--- src/rtl/arb_mux_pkg.sv ---
// Shared constants and helpers for the arbitrated channel multiplexer.
// Mode selectors and the index-width function used by arb_mux and rr_arbiter.
package arb_mux_pkg;

    localparam int RR    = 0;
    localparam int FIXED = 1;

    // Smallest r with 2**r >= n; used to size channel index fields.
    function automatic int clog2(input int n);
        int r;
        r = 0;
        while ((1 << r) < n) begin
            r = r + 1;
        end
        return r;
    endfunction

endpackage

--- src/rtl/arb_mux_rr_arbiter.sv ---
// Channel arbiter: rotating-priority search from ptr (RR) or lowest-index-wins
// (FIXED), producing a one-hot grant and its encoded index.
module rr_arbiter
    import arb_mux_pkg::*;
#(
    parameter int N    = 4,
    parameter int MODE = RR,
    parameter int SW   = clog2(N)
) (
    input  logic          clk,
    input  logic          rst,
    input  logic [N-1:0]  req,
    input  logic          advance,
    output logic [N-1:0]  grant,
    output logic [SW-1:0] gnt_idx,
    output logic          gnt_any
);

    logic [SW-1:0] ptr;
    logic [SW-1:0] idx;
    int            base;

    // Walk the channels starting at base; the first requester seen wins.
    always_comb begin
        grant   = '0;
        gnt_idx = '0;
        gnt_any = 1'b0;
        idx     = '0;
        base    = (MODE == FIXED) ? 0 : int'(ptr);
        for (int k = 0; k < N; k++) begin
            idx = SW'((base + k) % N);
            if (!gnt_any && req[idx]) begin
                gnt_any      = 1'b1;
                grant[idx]   = 1'b1;
                gnt_idx      = idx;
            end
        end
    end

    // Pointer moves just past the channel that actually transferred.
    always_ff @(posedge clk) begin
        if (rst) begin
            ptr <= '0;
        end else if (advance && gnt_any) begin
            if (gnt_idx == SW'(N - 1)) begin
                ptr <= '0;
            end else begin
                ptr <= gnt_idx + 1'b1;
            end
        end
    end

endmodule

--- src/rtl/arb_mux.sv ---
// N-to-1 arbitrated multiplexer with a single registered output stage that
// drains and refills in the same cycle.
module arb_mux
    import arb_mux_pkg::*;
#(
    parameter int WIDTH = 16,
    parameter int N     = 4,
    parameter int MODE  = RR
) (
    input  logic                  clk,
    input  logic                  rst,
    input  logic [N*WIDTH-1:0]    in_data,
    input  logic [N-1:0]          in_valid,
    output logic [N-1:0]          in_ready,
    output logic [WIDTH-1:0]      out_data,
    output logic                  out_valid,
    input  logic                  out_ready,
    output logic [clog2(N)-1:0]   out_sel
);

    localparam int SW = clog2(N);

    logic          load;
    logic          accept;
    logic [N-1:0]  grant;
    logic [SW-1:0] gnt_idx;
    logic          gnt_any;
    logic [WIDTH-1:0] sel_data;

    assign load     = !out_valid || out_ready;
    assign accept   = load && !rst;
    assign in_ready = grant & {N{accept}};

    rr_arbiter #(
        .N    (N),
        .MODE (MODE),
        .SW   (SW)
    ) u_arb (
        .clk     (clk),
        .rst     (rst),
        .req     (in_valid),
        .advance (accept),
        .grant   (grant),
        .gnt_idx (gnt_idx),
        .gnt_any (gnt_any)
    );

    // One-hot select keeps the data path free of any index arithmetic.
    always_comb begin
        sel_data = '0;
        for (int i = 0; i < N; i++) begin
            if (grant[i]) begin
                sel_data = in_data[i*WIDTH +: WIDTH];
            end
        end
    end

    // Output register: load a granted word, or go empty while keeping data/sel.
    always_ff @(posedge clk) begin
        if (rst) begin
            out_valid <= 1'b0;
            out_data  <= '0;
            out_sel   <= '0;
        end else if (load) begin
            if (gnt_any) begin
                out_valid <= 1'b1;
                out_data  <= sel_data;
                out_sel   <= gnt_idx;
            end else begin
                out_valid <= 1'b0;
            end
        end
    end

endmodule

--- config.mk ---
export PLATFORM = sky130hd
export DESIGN_NAME = arb_mux
export DESIGN_NICKNAME = d
export VERILOG_FILES = /design/src/rtl/arb_mux_pkg.sv /design/src/rtl/arb_mux_rr_arbiter.sv /design/src/rtl/arb_mux.sv
export SDC_FILE = /design/constraint.sdc
export NUM_CORES = 1
export LEC_CHECK = 0
export BUFFER_PORTS_ARGS = -buffer_cell sky130_fd_sc_hd__buf_2
export CAP_MARGIN = 25
export CORE_ASPECT_RATIO = 0.8
export CORE_UTILIZATION = 49
export CTS_CLUSTER_DIAMETER = 120
export DETAILED_ROUTE_END_ITERATION = 8
export PLACE_DENSITY = 0.83
export SETUP_SLACK_MARGIN = 0.4
export SLEW_MARGIN = 20
export SYNTH_ARGS = -nofsm -noshare
export SYNTH_HDL_FRONTEND = slang
export SYNTH_HIERARCHICAL = 1
export SYNTH_SLANG_ARGS = --single-unit
--- constraint.sdc ---
create_clock -name clk -period 7.7 [get_ports clk]
set_input_delay 1.54 -clock clk [delete_from_list [all_inputs] [get_ports clk]]
set_output_delay 1.54 -clock clk [all_outputs]
set_load 0.01 [all_outputs]
==> metrics.txt <==
die boundary height=56.74 um; remaining global-route overflow=0; Initial Util=52.52%; placed cell count=335; fin. max-slew vios=0; area of the core=3495 um2; CTS tree=yes; Sw Share=44.96%; most common cell after layout, fill and taps aside=buf_2; grt met1 use=35.35%; Syn. warnings=6; Worst Tran Pin Value=0.7295 ns; busiest grt layer=met2; Comb power frac=66.5%; Worst slew margin=51.36%; synthesized flop and latch total=21; most frequent cells in the layout=93 x buf_2, 37 x a21oi_1, 21 x dfxtp_1; Overall Global Routing Usage=24.03%; path depth of the worst reg2reg path=10; Routed WL=5.008 mm; Critical Path Sink Type=output port; CTS resizes=0; Net count, final=375; # IOs=94; grt met2 use=37.14%; DP HPWL=3.683 mm; drt initial violations=174; FF-to-FF setup slack=4.18 ns; average cell area after synthesis=8.420 um2; Seq/Total Area, Yosys=22.90%; Diodes inserted=0; min-delay src=out_sel[1]; IO Port Bufs=93; period utilization=66.86%; drt drc=0; Period minus WS final=5.149 ns; worst-skew pair later-pin latency=0.26 ns; CP startpoint kind=input pin; ratio of cells with drive above 1 in the final layout=43.43%; end of the worst hold path=out_sel[1]; worst-path maximum fanout=33; syn nets=295; clk sinks=21; WHS Path Cells=2; CP arrival=3.61 ns; die footprint=3996 um2; H-tree Lvls=1; Crit Path Class=in -> out; Cells after Synth=218; CP required=6.16 ns; Fmax=194.2 MHz; wire per inst=14.77 um; status=completed; post-route ant nets=0; first-pass GRT wire length=7.693 mm; mapped cell area=1836 um2; worst r2r dst=out_data[14]; post-route cell area=2315 um2; setup_tns=0 ns; Die X=70.43 um; register clock-pin slew on the reported worst setup and hold paths=0.07 ns; CTS Root Buffer Type=clkbuf_8; Final Hold Viols=0; vias in the first global route=1673; routability cong.=0.9672; fin util=66.24%; Net Sw Power=0.0003323 W; internal power=0.0004069 W; Max-Cap Viols=0; Vias=1974; Placed Instance Area=2268 um2; Hold Buf Count CTS=0; Worst VDD drop=0.0001634 V; setup bufs post-CTS=0; TritonCTS Buffers=3; skew final=0.005022 ns; Hold Crit Class=reg -> reg; met3 Use GR=1.436%; clock group share of total power=9.7%; final setup vio count=0; Distinct cells, synth=34; antenna violations before repair=0; Std-Cell Rows=19; Lkg Pwr=1.038 nW; largest net degree at the start of global routing=34; via/cell ratio=5.823; clk buf depth=2; RSZ-0062 raised after global routing=no; Area Overhead vs Synth=26.11%; sequential share of power=23.8%; PD cells=319.4 nW/um2; Non-Filler Instances=339; Pre-antenna DRT Iters=4
-- per-stage QoR --
stage | setup slack [ns] | hold slack (ns) | power [W]
final | 2.551 | 0.4754 | 0.0007392
after global routing | 2.360 | 0.5121 | 0.0007877
after CTS | 2.579 | 0.4826 | 0.0007354
after detailed placement | 2.589 | 0.4717 | 0.0006628
after global placement | 2.634 | 0.4654 | 0.0006520
after floorplan | 2.800 | 0.4984 | 0.0005469
-- power by group through the flow --
stage	registers [W]	clock network, W	logic, W
after floorplan	0.000190	0	0.000357
after global placement	0.000177	0	0.000475
after detailed placement	0.000178	0	0.000485
after CTS	0.000176	0.0000729	0.000487
after global routing	0.000181	0.0000766	0.000530
final	0.000176	0.0000714	0.000492
-- critical path, stage by stage --
cell and delay (ns):
buf_2 0.13, mux4_2 0.61, nor3b_1 0.46, a22oi_1 0.15
o21ai_2 0.08, buf_4 0.32, and2_1 0.18, buf_2 0.12
-- worst max-delay path by stage --
stage | slack [ns] | to | cells after the start | startpoint
global placement | 2.63 | in_ready[3] | 8 | in_valid[3]
global route | 2.36 | in_ready[3] | 9 | in_valid[1]
finish | 2.55 | in_ready[3] | 8 | in_valid[3]
CTS | 2.58 | in_ready[3] | 8 | in_valid[3]
detailed placement | 2.59 | in_ready[3] | 8 | in_valid[3]
floorplan | 2.80 | in_ready[2] | 8 | in_valid[3]
-- sequential cells by signal, summed over array words and instances, names as in the netlist, named ones only --
register,count
out_sel,2
out_data,16
out_valid,1
u_arb/ptr,1
-- logic make-up after synthesis --
family,synth area share (%)
muxes,6.067
and+or+nand+nor,17.25
xor gates and xnor gates,0.4773
DFF,22.90
adders and majority gates,4.090
buffers and inverters,10.57
AOI/OAI and AO/OA,38.65
-- cell type report --
type,instances,area (um2)
Multi-Input combinational cell,156,1229
Fill cell,306,1180
Timing Repair Buffer,97,495.5
Sequential cell,21,420.4
Inverter,19,71.32
Tap cell,42,52.55
Clock buffer,3,41.29
Clock inverter,1,5.005
-- cells in the mapped netlist --
cell type	n	share of area (%)
nor2_1	5	1.0
a221o_1	16	8.7
mux2i_1	1	0.55
inv_1	17	3.5
buf_1	1	0.20
buf_6	1	0.61
and2_1	4	1.4
a311oi_2	15	12
dfxtp_1	21	23
a21oi_1	37	10
a311oi_1	1	0.48
mux4_2	4	4.9
ha_1	6	4.1
nand2_1	17	3.5
xnor2_1	1	0.48
nor2_4	1	0.61
or4_4	1	0.61
clkbuf_1	6	1.2
mux2_2	1	0.61
nor2b_1	1	0.34
a22oi_1	8	3.3
buf_2	8	2.2
nand2b_1	2	0.68
nor2b_2	1	0.48
inv_2	2	0.41
o21ai_0	10	2.7
nand3_1	2	0.55
nand2_2	1	0.34
buf_4	6	2.5
and2b_1	1	0.41
nor3b_1	1	0.41
o311ai_1	1	0.48
nand3b_1	17	7.0
a2111o_1	1	0.61
-- metal layers --
layer | vias to the layer above | wire length, um
met5 | - | 0
met2 | 94 | 2202
met1 | 887 | 2295
li1 | 981 | -
met3 | 12 | 392
met4 | 0 | 117
Note: power is estimated with default switching activity, not from simulation.
